===== config.mk =====
export PLATFORM = sky130hd
export DESIGN_NAME = divu_seq_flat
export DESIGN_NICKNAME = d
export VERILOG_FILES = /design/src/rtl/divu_seq_if.sv /design/src/rtl/divu_seq.sv /design/src/flat_wrapper.sv
export SDC_FILE = /design/constraint.sdc
export NUM_CORES = 1
export LEC_CHECK = 0
export CAP_MARGIN = 15
export CORE_UTILIZATION = 45
export CTS_CLUSTER_SIZE = 25
export DETAILED_ROUTE_END_ITERATION = 7
export PLACE_DENSITY_LB_ADDON = 0.08
export SETUP_SLACK_MARGIN = 0.05
export SLEW_MARGIN = 20
export SYNTH_ARGS = -nofsm -noshare
export SYNTH_HDL_FRONTEND = slang
export SYNTH_SLANG_ARGS = --single-unit

===== constraint.sdc =====
create_clock -name clk -period 3.28 [get_ports clk]
set_input_delay 0.328 -clock clk [delete_from_list [all_inputs] [get_ports clk]]
set_output_delay 0.328 -clock clk [all_outputs]
set_load 0.02 [all_outputs]

===== src/rtl/divu_seq_if.sv =====
// Handshake and operand/result bundle between the pipeline and the sequential divider.
// The pipeline is the master (drives start/operands); the divider is the slave (drives status/result).
interface divu_seq_if #(
  parameter int WIDTH = 32
);
  logic                 start;
  logic [3:0]           Signal;
  logic [WIDTH-1:0]     dataA;
  logic [WIDTH-1:0]     dataB;
  logic                 busy;
  logic                 done;
  logic                 div_by_zero;
  logic [2*WIDTH-1:0]   dataOut;

  modport master (
    output start, Signal, dataA, dataB,
    input  busy, done, div_by_zero, dataOut
  );

  modport slave (
    input  start, Signal, dataA, dataB,
    output busy, done, div_by_zero, dataOut
  );
endinterface


===== src/rtl/divu_seq.sv =====
// Unsigned restoring divider, one quotient bit per clock; result {remainder, quotient} with done WIDTH edges after accept.
// No backpressure: start is sampled only in IDLE, and the caller stalls on busy.
module divu_seq #(
  parameter int         WIDTH = 32,
  parameter logic [3:0] DIVU  = 4'b1100
) (
  input  logic      clk,
  input  logic      reset_n,
  divu_seq_if.slave bus
);

  localparam int CW = $clog2(WIDTH + 1);

  typedef enum logic [1:0] {
    S_IDLE = 2'd0,
    S_RUN  = 2'd1,
    S_DONE = 2'd2
  } state_t;

  state_t               r_state;
  state_t               w_state_nx;

  logic [WIDTH-1:0]     r_q;
  logic [WIDTH-1:0]     r_d;
  logic [WIDTH-1:0]     r_rem;
  logic [CW-1:0]        r_cnt;
  logic [2*WIDTH-1:0]   r_data_out;
  logic                 r_dbz;

  logic                 w_accept;
  logic                 w_last;
  logic                 w_ge;
  logic                 w_busy;
  logic                 w_done;
  logic [WIDTH:0]       w_rem_sh;
  logic [WIDTH:0]       w_diff;
  logic [WIDTH-1:0]     w_rem_nx;
  logic [WIDTH-1:0]     w_q_nx;

  assign w_accept = bus.start && (bus.Signal == DIVU);
  assign w_last   = (r_cnt == CW'(WIDTH - 1));

  // R < D always holds, so the shifted remainder is below 2*D and the
  // (WIDTH+1)-bit difference never wraps: its MSB is a clean borrow flag.
  assign w_rem_sh = {r_rem, r_q[WIDTH-1]};
  assign w_diff   = w_rem_sh - {1'b0, r_d};
  assign w_ge     = ~w_diff[WIDTH];
  assign w_rem_nx = w_ge ? w_diff[WIDTH-1:0] : w_rem_sh[WIDTH-1:0];
  assign w_q_nx   = {r_q[WIDTH-2:0], w_ge};

  always_ff @(posedge clk or negedge reset_n) begin
    if (!reset_n) begin
      r_state <= S_IDLE;
    end else begin
      r_state <= w_state_nx;
    end
  end

  always_comb begin
    w_state_nx = r_state;
    case (r_state)
      S_IDLE: begin
        if (w_accept) begin
          w_state_nx = (bus.dataB == '0) ? S_DONE : S_RUN;
        end
      end
      S_RUN: begin
        if (w_last) begin
          w_state_nx = S_DONE;
        end
      end
      S_DONE:  w_state_nx = S_IDLE;
      default: w_state_nx = S_IDLE;
    endcase
  end

  always_comb begin
    w_busy = 1'b0;
    w_done = 1'b0;
    case (r_state)
      S_RUN:  w_busy = 1'b1;
      S_DONE: begin
        w_busy = 1'b1;
        w_done = 1'b1;
      end
      default: ;
    endcase
  end

  // Result registers hold across RUN; only a finished or divide-by-zero request reloads them.
  always_ff @(posedge clk or negedge reset_n) begin
    if (!reset_n) begin
      r_q        <= '0;
      r_d        <= '0;
      r_rem      <= '0;
      r_cnt      <= '0;
      r_data_out <= '0;
      r_dbz      <= 1'b0;
    end else begin
      case (r_state)
        S_IDLE: begin
          if (w_accept) begin
            r_q   <= bus.dataA;
            r_d   <= bus.dataB;
            r_rem <= '0;
            r_cnt <= '0;
            if (bus.dataB == '0) begin
              r_data_out <= {bus.dataA, {WIDTH{1'b1}}};
              r_dbz      <= 1'b1;
            end
          end
        end
        S_RUN: begin
          r_q   <= w_q_nx;
          r_rem <= w_rem_nx;
          r_cnt <= r_cnt + CW'(1);
          if (w_last) begin
            r_data_out <= {w_rem_nx, w_q_nx};
            r_dbz      <= 1'b0;
          end
        end
        default: ;
      endcase
    end
  end

  assign bus.busy        = w_busy;
  assign bus.done        = w_done;
  assign bus.div_by_zero = r_dbz;
  assign bus.dataOut     = r_data_out;

endmodule


===== src/flat_wrapper.sv =====
// flat-port wrapper written by rule: the top's interface ports become plain ports
module divu_seq_flat 
#(
  parameter int         WIDTH = 32,
  parameter logic [3:0] DIVU  = 4'b1100
)
  (clk, reset_n, bus_start, bus_Signal, bus_dataA, bus_dataB, bus_busy, bus_done, bus_div_by_zero, bus_dataOut);
  divu_seq_if #(.WIDTH(WIDTH)) bus_i ();
  input  logic clk;
  input  logic reset_n;
  input wire logic [$bits(bus_i.start)-1:0] bus_start;
  input wire logic [$bits(bus_i.Signal)-1:0] bus_Signal;
  input wire logic [$bits(bus_i.dataA)-1:0] bus_dataA;
  input wire logic [$bits(bus_i.dataB)-1:0] bus_dataB;
  output wire logic [$bits(bus_i.busy)-1:0] bus_busy;
  output wire logic [$bits(bus_i.done)-1:0] bus_done;
  output wire logic [$bits(bus_i.div_by_zero)-1:0] bus_div_by_zero;
  output wire logic [$bits(bus_i.dataOut)-1:0] bus_dataOut;
  assign bus_i.start = bus_start;
  assign bus_i.Signal = bus_Signal;
  assign bus_i.dataA = bus_dataA;
  assign bus_i.dataB = bus_dataB;
  assign bus_busy = bus_i.busy;
  assign bus_done = bus_i.done;
  assign bus_div_by_zero = bus_i.div_by_zero;
  assign bus_dataOut = bus_i.dataOut;
  divu_seq #(.WIDTH(WIDTH), .DIVU(DIVU)) u_core (.clk(clk), .reset_n(reset_n), .bus(bus_i));
endmodule

# After elaboration in Yosys (flattened, before gate mapping)
# Cells that the tools add are included.
[classes]
muxes = 21
n_eq_ne = 7
n_bitwise = 1
reduce_logical = 9
n_addsub = 2
[ops]
columns = ["cell", "count"]
rows = [
  ["64-bit 2-to-1 mux", 3],
  ["32-bit one-hot mux with 2 select lines", 2],
  ["64-bit one-hot mux with 2 select lines", 1],
  ["32-bit 2-to-1 mux", 3],
  ["33-bit by 32-bit subtractor with 33-bit output", 1],
  ["32-bit logical NOT", 1],
  ["6-bit one-hot mux with 2 select lines", 1],
  ["6-bit by 1-bit adder with 6-bit output (second input constant)", 1],
  ["6-bit by 5-bit equality test with 1-bit output (second input constant)", 1],
  ["2-bit 2-to-1 mux", 3],
  ["6-bit 2-to-1 mux", 1],
  ["2-bit by 1-bit inequality test with 1-bit output (second input constant)", 3],
  ["2-bit AND reduction", 3],
  ["1-bit 2-to-1 mux", 5],
  ["4-bit equality test (second input constant)", 1],
  ["2-bit one-hot mux with 2 select lines", 1],
  ["4-bit AND reduction", 1],
  ["2-bit by 1-bit equality test with 1-bit output (second input constant)", 1],
  ["2-bit equality test (second input constant)", 1],
  ["2-bit logical NOT", 1],
  ["1-bit one-hot mux with 2 select lines", 1],
  ["2-bit nonzero test", 1],
  ["2-bit OR reduction", 1],
  ["1-bit logical AND", 1],
  ["1-bit NOT", 1],
]
[word_totals]
in_bits = 71
elab_cells = 47
reg_bits = 169
out_inout_bits = 67

# Depth between registers and ports, before layout
# Gate-level depths: netlist of the first run.
[logic_depth]
depth_word = 4
ltp_mapped = 13
ltp_nobuf = 12

# Least setup slack after synthesis of the first run
# Ideal clock, no wire load.
[synth_timing]
path_type = "register -> register"
from = "register u_core.r_d[0]"
to = "register u_core.r_data_out[58] (netlist: u_core.bus.dataOut[58])"
path_buffers = 1
slack_ns = 0.439
setup_time_ns = 0.126
path_stages_with_launch = 12
arrival_ns = 2.715
synth_period_minus_slack_ns = 2.841
cell_sequence = "dfrtp_1 -> ha_1 -> fa_1 -> nand2b_1 -> a21oi_1 -> o211ai_1 -> nand3_2 -> o21a_1 -> o311a_1 -> buf_6 -> mux2_4 -> a221o_1"
[synth_between]
elab_chain_cells = 4
[synth_rtl]
columns = ["element", "line_no", "rtl"]
rows = [
  ["from (decl)", "divu_seq.sv:24", "logic [WIDTH-1:0] r_d;"],
  ["from (signal assigned)", "divu_seq.sv:104", "r_d <= bus.dataB;"],
  ["33-bit by 32-bit subtractor with 33-bit output", "divu_seq.sv:46", "assign w_diff = w_rem_sh - {1'b0, r_d};"],
  ["32-bit 2-to-1 mux", "divu_seq.sv:48", "assign w_rem_nx = w_ge ? w_diff[WIDTH-1:0] : w_rem_sh[WIDTH-1:0];"],
  ["64-bit 2-to-1 mux", "divu_seq.sv:117", "if (w_last) begin"],
  ["64-bit one-hot mux with 2 select lines", "divu_seq.sv:100", "case (r_state)"],
  ["to (signal assigned)", "divu_seq.sv:108", "r_data_out <= {bus.dataA, {WIDTH{1'b1}}};"],
  ["to (signal assigned)", "divu_seq.sv:118", "r_data_out <= {w_rem_nx, w_q_nx};"],
  ["to (decl)", "divu_seq.sv:27", "logic [2*WIDTH-1:0] r_data_out;"],
]
# No other way between the ends. The select of a mux whose other input is x is not followed.
# A chain may end at the register's enable or synchronous reset.

# Final worst setup path of the first run
[layout_timing]
from = "register u_core.r_d[17]"
to = "register u_core.r_data_out[43] (netlist: u_core.bus.dataOut[43])"
# The elaborated chain is that of the path after synthesis.

==> Flow_metrics.wiki, run 1 <==
{| class="wikitable"
! Metric !! Value
|-
| Die area || 0.02120 mm^2
|-
| Final RePlAce weighted congestion || between 0.8 and 0.9
|-
| Clock slew at reported path FFs || ~70 ps
|-
| Maximum Capacitance Violations || 0
|-
| Post-layout minimum cycle time || about 3000 ps
|-
| Final HPWL from detailed placement || roughly 19 mm
|-
| Number of DRC markers after the initial detailed-route iteration || between 500 and 600
|-
| Final design utilization || between 50% and 60%
|-
| Layout net count || around 1300
|-
| 1st-pass router iterations || 5
|-
| Final Hold Vio Count || 0
|-
| Final worst path period share || ~93%
|-
| GR Util All Layers || around 25%
|-
| Number of primary I/O pins || 138
|-
| Longest Clk Path Bufs || 2
|-
| Critical R2R Capture || u_core.bus.dataOut[43]$_DFFE_PN0P_
|-
| Final clock skew || roughly 13 ps
|-
| Die X-Extent || about 150 um
|-
| Post-Synthesis Cells || around 1100
|-
| Dominant synthesized flop cell || sky130_fd_sc_hd__dfrtp_1
|-
| Total number of H-tree levels || 4
|-
| Run status || finished, final reports clean
|-
| Number of global-route vias before repair || approximately 7600
|-
| Unrepaired setup endpoints after global routing || true
|-
| Placeable core region || approximately 0.020 mm^2
|-
| Worst min path class || input port to async pin
|-
| Via-per-instance ratio || around 5.5
|-
| Clock tree root buffer cell || sky130_fd_sc_hd__clkbuf_16
|-
| Grt ovf || 0
|-
| Syn_nets || around 1200
|-
| Worst Setup Start Kind || flip-flop
|-
| Synthesized area per cell || between 8 and 9 um^2
|-
| Antenna viol nets, final || 0
|-
| Site row count || between 50 and 60
|-
| Post-synthesis async set-or-reset flop share || between 90% and 100%
|-
| Static leakage || between 5 and 6 nW
|-
| Final number of max-transition violations || 0
|-
| Initial antenna violation count || 0
|-
| Clock sink total || between 150 and 200
|-
| Starting density of the core || between 40% and 50%
|-
| Post-synth EDFFs || 0
|-
| Total detailed-routing wirelength || around 26 mm
|-
| Wire length per cell || 17.35 um
|-
| Startpoint of the most critical register-to-register path || u_core.r_d[17]$_DFFE_PN0P_
|-
| Reg-to-reg slack, setup || approximately 240 ps
|-
| Flops & latches, synth || between 150 and 200
|-
| Number of synthesis warnings || 0
|-
| Critical Path RT || 3580 ps
|-
| ANT cells || 0
|-
| CP endpoint kind || flip-flop
|-
| Later-pin clock latency in the skew report || roughly 440 ps
|-
| Arrival time reported for the critical path endpoint || 3340 ps
|-
| Netlist cell types || 66
|-
| Wire length of the first global-routing pass || 42.22 mm
|-
| Area added between synthesis and finish || 28.01%
|-
| Sum Neg Setup Slack || 0 ps
|-
| Power per cell area || just over 800 mW/mm^2
|-
| Hold Worst Slack || approximately 370 ps
|-
| Setup violations, final || 0
|-
| Critical path start-end classification || flip-flop to flip-flop
|-
| TritonCTS clock tree || done
|-
| Worst slack at placement || 109.2 ps
|-
| Largest net degree at the start of global routing || 126
|-
| Depth of the most critical reg-to-reg path || 11
|-
| Measured slew at the worst slew-check pin || around 730 ps
|-
| Count of input and output buffers || between 100 and 150
|-
| Highest net fanout along the worst path || 16
|-
| Number of vias after detailed routing || 8157
|-
| Total CTS buffers || 17
|-
| Share of cells above drive strength 1 || a little under a tenth
|-
| DRC violation count after routing || 0
|-
| Synth Cell Area || 0.009278 mm^2
|-
| Chip Height || ~150 um
|-
| Maximum resistive drop on vdd || ~410 uV
|-
| Sequential-to-total area share from yosys stat || 45.58%
|-
| Max Freq || 328.7 MHz
|-
| Relative max-transition margin || between 50% and 60%
|-
| Setup ws final || ~240 ps
|}
## cell type report
type	count	area (um^2)
tap	270	337.8
inverter	44	165.2
sequential	169	4229
multi-input combinational	793	4668
clock buffer	18	429.2
fill	1835	8358
timing repair buffer	187	1863
clock inverter	14	183.9
## placed cells by master, fill, tap and decap left out, types with 5 or more instances in the layout
cell,instances
sky130_fd_sc_hd__nand2_1,213
sky130_fd_sc_hd__dfrtp_1,169
sky130_fd_sc_hd__o21ai_0,148
sky130_fd_sc_hd__clkdlybuf4s50_1,136
sky130_fd_sc_hd__nor2_1,56
sky130_fd_sc_hd__a21oi_1,45
sky130_fd_sc_hd__inv_1,43
sky130_fd_sc_hd__a31oi_1,43
sky130_fd_sc_hd__buf_4,40
sky130_fd_sc_hd__ha_1,33
sky130_fd_sc_hd__and3_1,26
sky130_fd_sc_hd__a21boi_0,26
sky130_fd_sc_hd__xnor2_1,19
sky130_fd_sc_hd__clkbuf_16,17
sky130_fd_sc_hd__nor3_1,15
sky130_fd_sc_hd__a21o_1,12
sky130_fd_sc_hd__nand3_1,12
sky130_fd_sc_hd__nand4_1,11
sky130_fd_sc_hd__nand2b_1,11
sky130_fd_sc_hd__nor4_1,9
sky130_fd_sc_hd__mux2i_1,9
sky130_fd_sc_hd__xor2_1,9
sky130_fd_sc_hd__buf_12,9
sky130_fd_sc_hd__o211ai_1,7
sky130_fd_sc_hd__a21oi_2,5
sky130_fd_sc_hd__nor2b_1,5
## report_power, final
part	internal [mW]	switching [mW]	leakage, nW
logic	1.78	2.32	3.00
clock network	1.16	0.961	0.289
registers	2.89	0.444	2.13
## worst max path at each step
stage,from,slack (ps),end,depth (start not counted)
floorplan,u_core.r_d[0]$_DFFE_PN0P_,440,u_core.bus.dataOut[58]$_DFFE_PN0P_,11
global placement,u_core.r_rem[12]$_DFFE_PN0P_,100,u_core.bus.dataOut[46]$_DFFE_PN0P_,11
detailed placement,u_core.r_rem[12]$_DFFE_PN0P_,110,u_core.bus.dataOut[39]$_DFFE_PN0P_,11
CTS,u_core.r_rem[12]$_DFFE_PN0P_,90,u_core.r_rem[7]$_DFFE_PN0P_,11
global route,u_core.r_d[15]$_DFFE_PN0P_,40,u_core.r_rem[24]$_DFFE_PN0P_,13
finish,u_core.r_d[17]$_DFFE_PN0P_,240,u_core.bus.dataOut[43]$_DFFE_PN0P_,11
## per-layer routing
layer | up-vias | routed length [um] | global-route usage [%]
li1 | 4064 | - | -
met1 | 3866 | 13320 | 39.50
met2 | 208 | 11320 | 37.28
met3 | 19 | 1057 | 3.730
met4 | 0 | 252 | 5.632
met5 | - | 0 | 0
## cells by family (layout without fill, tap and decap cells)
family	after synthesis	after routing	share of synthesized area, %
simple gates	373	373	17.65
mux	12	12	1.362
buf+inv	117	263	5.084
compound gates	343	343	22.60
xor+xnor	28	28	2.643
fa+ha+maj	37	37	5.071
flops	169	169	45.58
## synthesized netlist by cell type (4+ instances only)
cell	instances	area, um^2
sky130_fd_sc_hd__nand3_1	12	60.06
sky130_fd_sc_hd__clkbuf_1	59	221.5
sky130_fd_sc_hd__and3_1	26	162.7
sky130_fd_sc_hd__nor2_1	58	217.7
sky130_fd_sc_hd__nor3_1	15	75.07
sky130_fd_sc_hd__o21ai_1	5	25.02
sky130_fd_sc_hd__nor4_1	10	62.56
sky130_fd_sc_hd__o211ai_1	7	52.55
sky130_fd_sc_hd__a21o_1	12	90.09
sky130_fd_sc_hd__nand4_1	11	68.82
sky130_fd_sc_hd__nand2b_1	11	68.82
sky130_fd_sc_hd__mux2i_1	10	100.1
sky130_fd_sc_hd__dfrtp_1	169	4229
sky130_fd_sc_hd__o21a_1	6	45.04
sky130_fd_sc_hd__buf_2	7	35.03
sky130_fd_sc_hd__a21boi_0	26	195.2
sky130_fd_sc_hd__a211oi_1	4	30.03
sky130_fd_sc_hd__xor2_1	9	78.83
sky130_fd_sc_hd__nor2b_1	5	31.28
sky130_fd_sc_hd__a41o_1	4	40.04
sky130_fd_sc_hd__xnor2_1	19	166.4
sky130_fd_sc_hd__nand2_1	213	799.5
sky130_fd_sc_hd__a21oi_1	47	235.2
sky130_fd_sc_hd__ha_1	36	450.4
sky130_fd_sc_hd__o21ai_0	148	740.7
sky130_fd_sc_hd__inv_1	44	165.2
sky130_fd_sc_hd__a31oi_1	46	287.8
## through the flow
step           area (um^2)  total power, mW  cells
2_1_floorplan         9278            5.729   1079
3_3_place_gp         11190            7.379   1461
3_5_place_dp         11190            7.439   1461
4_1_cts              11810            9.576   1494
5_1_grt              11880            10.20   1495
6_report             11880            9.551   1495
## worst max-delay path, stage by stage (launching register included)
cell and delay, ps:
sky130_fd_sc_hd__dfrtp_1 370, sky130_fd_sc_hd__inv_1 80, sky130_fd_sc_hd__ha_2 330, sky130_fd_sc_hd__a21oi_2 230, sky130_fd_sc_hd__o22ai_1 130, sky130_fd_sc_hd__o31ai_2 230, sky130_fd_sc_hd__nand3_2 160, sky130_fd_sc_hd__o21a_2 290
sky130_fd_sc_hd__o311a_4 370, sky130_fd_sc_hd__buf_12 170, sky130_fd_sc_hd__a31oi_1 390, sky130_fd_sc_hd__a31oi_1 150
## state kept, by name, indices dropped and copies added (netlist names)
signal / flops
u_core.bus.dataOut: 64
u_core.bus.div_by_zero: 1
u_core.r_cnt: 6
u_core.r_d: 32
u_core.r_q: 32
u_core.r_rem: 32
u_core.r_state: 2
## what timing repair did
action / in CTS / in global routing
endpoints found under the hold margin: 41 / 0
hold buffers: 1 / 0
endpoints found under the setup margin: 0 / 60
buffers inserted: 0 / 1
resized for setup: 0 / 12
No activity file was read; power rests on OpenSTA's default activity.
==> run 2, diff against run 1 <==
--- a/config.mk
+++ b/config.mk
@@ -11,6 +11,7 @@
 export DETAILED_ROUTE_END_ITERATION = 7
 export PLACE_DENSITY_LB_ADDON = 0.08
 export SETUP_SLACK_MARGIN = 0.05
+export SKIP_LAST_GASP = 1
 export SLEW_MARGIN = 20
 export SYNTH_ARGS = -nofsm -noshare
 export SYNTH_HDL_FRONTEND = slang
==> results of run 2 <==
Final layout, timing and power as in run 1 (identical DEF).
==> run 3, diff against run 2 <==
--- a/config.mk
+++ b/config.mk
@@ -6,11 +6,13 @@
 export NUM_CORES = 1
 export LEC_CHECK = 0
 export CAP_MARGIN = 15
+export CORE_MARGIN = 2
 export CORE_UTILIZATION = 45
 export CTS_CLUSTER_SIZE = 25
 export DETAILED_ROUTE_END_ITERATION = 7
 export PLACE_DENSITY_LB_ADDON = 0.08
 export SETUP_SLACK_MARGIN = 0.05
+export SKIP_CTS_REPAIR_TIMING = 1
 export SKIP_LAST_GASP = 1
 export SLEW_MARGIN = 20
 export SYNTH_ARGS = -nofsm -noshare
==> run 3 against run 2 <==
Effect of this change:
- sequential power about the same
- global-route usage down 1.4 points
- sequential share of layout area about the same
- clock skew up 6.3 ps
- first-iteration DRC count down 7.2%
- sequential cell count unchanged
- worst hold slack better by 93 ps
- utilization up 0.080 points
- combinational power up 1%
- maximum frequency about the same
- count of clock-buffer cells in the layout unchanged
==> Flow_metrics.wiki, run 3 (synthesized netlist as in run 1, its figures left out) <==
{| class="wikitable"
! Metric !! Value
|-
| Run status || finished, final reports clean
|-
| Critical path start-end classification || flip-flop to flip-flop
|-
| Max FFs per register || 64 (unchanged)
|-
| ANT cells || 0 (unchanged)
|-
| Maximum Capacitance Violations || 0 (unchanged)
|-
| Total detailed-routing wirelength || 25.64 mm (-1.2%)
|-
| Number of vias after detailed routing || 8255 (+1.2%)
|-
| Final Hold Vio Count || 0 (unchanged)
|-
| Largest net degree at the start of global routing || 126 (unchanged)
|-
| Register Area || 0.004229 mm^2 (unchanged)
|-
| Area added between synthesis and finish || 28.19%
|-
| Depth of the most critical reg-to-reg path || 11 (unchanged)
|-
| Total number of H-tree levels || 4 (unchanged)
|-
| GR Util All Layers || 24.03% (-1.4 points)
|-
| Clock slew at reported path FFs || 70 ps (about the same)
|-
| Most common cell after layout, fill and taps aside || sky130_fd_sc_hd__nand2_1
|-
| DRC violation count after routing || 0 (unchanged)
|-
| Measured slew at the worst slew-check pin || 891.4 ps (+157.6 ps)
|-
| Clock tree root buffer cell || sky130_fd_sc_hd__clkbuf_16
|-
| Fill cell total of the finished layout || 1829 (-0.33%)
|-
| Final number of max-transition violations || 0 (unchanged)
|-
| Cell depth of the worst hold path || 3
|-
| Starting density of the core || 45.85% (unchanged)
|-
| Clock sink total || 169 (unchanged)
|-
| Worst min path class || input port to flip-flop
|-
| Layout net count || 1327 (+0.53%)
|-
| Antenna viol nets, final || 0 (unchanged)
|-
| Arrival time reported for the critical path endpoint || 3330 ps (about the same)
|-
| Number of DRC markers after the initial detailed-route iteration || 515 (-7.2%)
|-
| Maximum resistive drop on vdd || 382.3 uV (-6.7%)
|-
| Wire length of the first global-routing pass || 41.50 mm (-1.7%)
|-
| Highest net fanout along the worst path || 10 (-6)
|-
| Final RePlAce weighted congestion || 0.8971 (+0.26%)
|-
| Final HPWL from detailed placement || 18.59 mm (-1.6%)
|-
| Worst Setup Start Kind || flip-flop
|-
| Chip Height || 147.6 um (+1.4%)
|-
| Launching instance or port of the critical path || u_core.r_rem[12]$_DFFE_PN0P_
|-
| CP endpoint kind || flip-flop
|-
| Start point of the worst hold path || bus_dataB[31]
|-
| Die area || 0.02178 mm^2 (+2.8%)
|-
| TritonCTS clock tree || done
|-
| Count of non-filler cells in the finished layout || 1502 (+0.47%)
|-
| Static leakage || 5.423 nW (+0.15%)
|-
| Final worst path period share || 92.80% (about the same)
|-
| Placeable core region || 0.02023 mm^2 (unchanged)
|-
| Initial antenna violation count || 0 (unchanged)
|-
| Die X-Extent || 147.6 um (+1.4%)
|-
| Wire length per cell || 17.07 um (-1.6%)
|-
| Worst slack at placement || -13.69 ps (-122.9 ps)
|-
| Relative max-transition margin || 40.57% (-10 points)
|-
| Setup violations, final || 0 (unchanged)
|-
| Longest Clk Path Bufs || 2 (unchanged)
|-
| Count of input and output buffers || 137 (unchanged)
|-
| Power per cell area || 803.6 mW/mm^2 (about the same)
|-
| Site row count || 52 (unchanged)
|-
| Number of global-route vias before repair || 7724 (+1.8%)
|-
| 1st-pass router iterations || 5 (unchanged)
|-
| Top library cells by usage in the layout, fill and taps aside || 213 x sky130_fd_sc_hd__nand2_1, 169 x sky130_fd_sc_hd__dfrtp_1, 147 x sky130_fd_sc_hd__o21ai_0
|-
| Unrepaired setup endpoints after global routing || false
|-
| Critical Path RT || 3570 ps (about the same)
|-
| Share of cells above drive strength 1 || 9.984% (+0.76 points)
|-
| Setup ws final || 236.0 ps (-1.404 ps)
|-
| Via-per-instance ratio || 5.496 (+0.73%)
|-
| Final clock skew || 18.84 ps (+6.251 ps)
|-
| Total CTS buffers || 17 (unchanged)
|-
| Grt ovf || 0 (unchanged)
|-
| Startpoint of the most critical register-to-register path || u_core.r_rem[12]$_DFFE_PN0P_
|-
| Number of primary I/O pins || 138 (unchanged)
|-
| Combined area of the multi-input logic cells || 0.004698 mm^2 (+0.64%)
|-
| Total placed cells including tap cells || 1468 (+0.48%)
|-
| Later-pin clock latency in the skew report || 440 ps (about the same)
|-
| Post-layout minimum cycle time || 3044 ps (+1.404 ps)
|-
| Max Freq || 328.5 MHz (about the same)
|}
[run 3: cell types whose count changed in the layout (fill, tap and decap cells not counted), moves of 2 or more]
cell | before | now
sky130_fd_sc_hd__buf_4 | 40 | 49
sky130_fd_sc_hd__buf_12 | 9 | 5
sky130_fd_sc_hd__a31oi_2 | 3 | 5
sky130_fd_sc_hd__buf_6 | 1 | 3
sky130_fd_sc_hd__a31oi_1 | 43 | 41
sky130_fd_sc_hd__inv_1 | 43 | 41
sky130_fd_sc_hd__inv_2 | 1 | 3
sky130_fd_sc_hd__clkinv_4 | 0 | 2
[run 3: per-layer routing]
metal  vias up  GRT usage [%]  wire length, um
met1      3923          37.28            13130
met2       237          35.58            11070
met5         -              0                0
met3        23          3.426             1184
met4         0          5.577              258
li1       4072              -                -
[run 3: worst paths after layout]
kind,to,slack [ps]
worst max-delay path,u_core.bus.dataOut[32]$_DFFE_PN0P_,240
worst min-delay path,u_core.r_d[31]$_DFFE_PN0P_,460
worst max register to register,u_core.bus.dataOut[32]$_DFFE_PN0P_,240
worst min register to register,u_core.bus.dataOut[6]$_DFFE_PN0P_,460
max in group asynchronous,u_core.r_d[7]$_DFFE_PN0P_,1870
min in group asynchronous,u_core.bus.dataOut[26]$_DFFE_PN0P_,490
[run 3: metrics by stage]
stage | hold WS [ps] | utilization [%] | setup TNS (ps) | area, um^2 | power, mW
final | 464.9 | 58.77 | 0 | 11890 | 9.556
after global routing | 489.5 | 58.77 | 0 | 11890 | 10.21
after CTS | -38.31 | 58.21 | -19.85 | 11780 | 9.570
after detailed placement | 434.1 | 55.30 | -14.80 | 11190 | 7.505
after global placement | 441.7 | 55.30 | 0 | 11190 | 7.443
after floorplan | 32.41 | - | 0 | 9278 | 5.729
[run 3: final cells by class]
| cell class | instances | area share [%] |
|---|---|---|
| well taps | 270 | 2.841 |
| inverters | 44 | 1.389 |
| flip-flops and latches | 169 | 35.56 |
| multi-input cells | 793 | 39.51 |
| repair buffers | 194 | 15.75 |
| clock inverters | 14 | 1.347 |
| clock buffers | 18 | 3.609 |
[run 3: power by group]
part / leakage [nW] / internal [mW] / switching [mW]
clock: 0.277 / 1.08 / 0.961
combinational: 3.02 / 1.83 / 2.32
sequential: 2.13 / 2.89 / 0.467
total: 5.42 / 5.81 / 3.75
[run 3: critical path: stages, from the launching register on]
cell and delay [ps]:
sky130_fd_sc_hd__dfrtp_1 400, sky130_fd_sc_hd__ha_1 410, sky130_fd_sc_hd__a21oi_2 210, sky130_fd_sc_hd__o21ai_0 140, sky130_fd_sc_hd__a221oi_2 260, sky130_fd_sc_hd__nand3_2 140, sky130_fd_sc_hd__o21a_1 230, sky130_fd_sc_hd__buf_4 150
sky130_fd_sc_hd__o311a_4 340, sky130_fd_sc_hd__buf_6 160, sky130_fd_sc_hd__o211ai_1 340, sky130_fd_sc_hd__a31oi_1 130
==> patch, RTL diff (flow settings as in run 2) <==
`DIVU` is set to 4'b1100 in 2 places; all go to 4'b0110.
--- a/src/rtl/divu_seq.sv
+++ b/src/rtl/divu_seq.sv
@@ -4,3 +4,3 @@
   parameter int         WIDTH = 32,
-  parameter logic [3:0] DIVU  = 4'b1100
+  parameter logic [3:0] DIVU  = 4'b0110
 ) (
--- a/src/flat_wrapper.sv
+++ b/src/flat_wrapper.sv
@@ -4,3 +4,3 @@
   parameter int         WIDTH = 32,
-  parameter logic [3:0] DIVU  = 4'b1100
+  parameter logic [3:0] DIVU  = 4'b0110
 )
Behaviour: not the same (a bounded check fails within 4 cycles, from zero or initial values and one cycle with reset_n low).
==> patch against run 2 <==
  * Routed wire length up 2.3%
  * Setup slack got worse by 0.035 ns
  * Critical path type unchanged
  * First-iteration DRC count rose by 8.1%
  * Final area decreased by 0.97%
  * Sequential cell count stayed put
  * Area after synthesis shrank 0.18%
  * Power down 2.1%
  * Die area is 0.17% lower
==> patch: results (changes against run 2) <==
Run status
The run finished with clean final reports.

Logic synthesis
The net count after synthesis was 1,186 (-0.084%). Ranked by instance count, the synthesized netlist is headed by sky130_fd_sc_hd__nand2_1, sky130_fd_sc_hd__dfrtp_1, sky130_fd_sc_hd__o21ai_0. The portion of the post-synthesis area used by sequential elements is 45.66% (+0.080 points). Yosys attributes the largest share of cell area to sky130_fd_sc_hd__dfrtp_1, sky130_fd_sc_hd__nand2_1, sky130_fd_sc_hd__o21ai_0.

The unique cell type count in the Yosys netlist came to 64 (-3.0%).

Worst setup path
The data arrival at the endpoint of the critical path is 3.43 ns (+0.09 ns).

Pwr
The worst ir drop on vdd is 0.0003826 V (-6.6%). The static leakage is 5.376 nW (-0.72%).

Layout
The number of nets in the final layout came to 1,315 (-0.38%). The filler cell count is 1,845 (+0.54%). The proportion of layout cells with a drive suffix above 1 came to 8.770% (-0.45 points).

Detailed routing
The number of vias after detailed routing is 8,251 (+1.2%). The total length of routed met2 wires is 11,370 microns (+0.43%). The average wire per cell in the routed design is 17.81 microns (+2.6%). The number of detailed-routing iterations run before antenna repair is 7 (+2).

The number of DRC violations after detailed-routing iteration 0 came to 600 (+8.1%). The met1 routed wirelength after detailed routing was 13,510 microns (+1.5%).

STA
The actual transition at the worst max-transition pin is 0.9104 ns (+0.1766 ns).

Place
The placement-stage worst setup slack is 0.03380 ns (-0.07538 ns). The global placement routability congestion is 0.9198 (+2.8%). The post-detailed-placement half-perimeter wirelength came to 19,400 microns (+2.7%).

Global route
The pin count of the biggest net entering global routing is 127 (+0.79%). The via count of the first global-routing pass is 7,720 (+1.7%). The first-pass GRT wire length came to 43,270 microns (+2.5%). The global-route usage over all layers is 26.09% (+0.66 points).
## patch: cell count changes in the layout (fill, tap and decap cells not counted), sizes merged, moves of 3 or more
| cell | delta |
|---|---|
| buf | -6 |
| clkinv | +5 |
| nor3 | +4 |
| nand2 | -3 |
## patch: worst paths after layout
path,startpoint,end,slack [ns]
worst max-delay path,u_core.r_rem[13],u_core.bus.dataOut[52],0.20
worst min-delay path,reset_n,u_core.bus.dataOut[28],0.46
worst max register to register,u_core.r_rem[13],u_core.bus.dataOut[52],0.20
worst min register to register,u_core.bus.dataOut[17],u_core.bus.dataOut[17],0.47
max in group asynchronous,reset_n,u_core.bus.dataOut[45],1.94
min in group clk,u_core.bus.dataOut[17],u_core.bus.dataOut[17],0.47
## patch: timing repair
item / CTS / global route
endpoints found under the setup margin: 1 / 34
resized for setup: 1 / 14
buffers inserted: 0 / 1
pin swaps: 0 / 1
endpoints found under the hold margin: 71 / 0
hold buffers: 1 / 0
## patch: cell type report
class | count | area, sq um | share of cell area, %
repair buffers | 181 | 1775 | 15.10
clock inverters | 14 | 151.4 | 1.287
multi-input cells | 794 | 4663 | 39.65
inverters | 44 | 165.2 | 1.404
flip-flops and latches | 169 | 4229 | 35.96
well taps | 270 | 337.8 | 2.872
clock buffers | 18 | 439.2 | 3.734
## patch: metal layers
metal	up-vias	global-route usage (%)
met2	238	38.03
met4	0	5.842
li1	4066	-
met3	20	4.169
met5	-	0
met1	3927	40.48
## patch: cell families after synthesis
kind of cell	Yosys count	synth area share [%]
buffers and inverters	115	5.025
adders and majority gates	37	5.080
and+or+nand+nor	378	17.95
AOI/OAI and AO/OA	340	22.37
xor gates and xnor gates	28	2.648
DFF	169	45.66
muxes	11	1.256
## patch: power by group
group          total, mW  internal, mW  leakage, nW  switching, mW
Clock               2.02          1.04        0.288          0.977
Combinational       4.01          1.72         2.95           2.29
Sequential          3.32          2.88         2.14          0.446
Total               9.35          5.64         5.38           3.72
## patch: worst max-delay path, stage by stage, from the launching register on
cell and delay (ns):
sky130_fd_sc_hd__dfrtp_1 0.43, sky130_fd_sc_hd__ha_1 0.42, sky130_fd_sc_hd__nand4_1 0.21, sky130_fd_sc_hd__nor4_4 0.07, sky130_fd_sc_hd__a221oi_2 0.26, sky130_fd_sc_hd__nand3_2 0.15
sky130_fd_sc_hd__o211ai_1 0.31, sky130_fd_sc_hd__o311a_1 0.38, sky130_fd_sc_hd__buf_12 0.23, sky130_fd_sc_hd__nor2_1 0.06, sky130_fd_sc_hd__a211o_1 0.31, sky130_fd_sc_hd__a31oi_1 0.16
## patch: metrics by stage
stage,instance area [sq um],cells
final,11760,1490
after floorplan,9261,1078
after global routing,11760,1490
after CTS,11680,1489
after detailed placement,11070,1456
after global placement,11070,1456
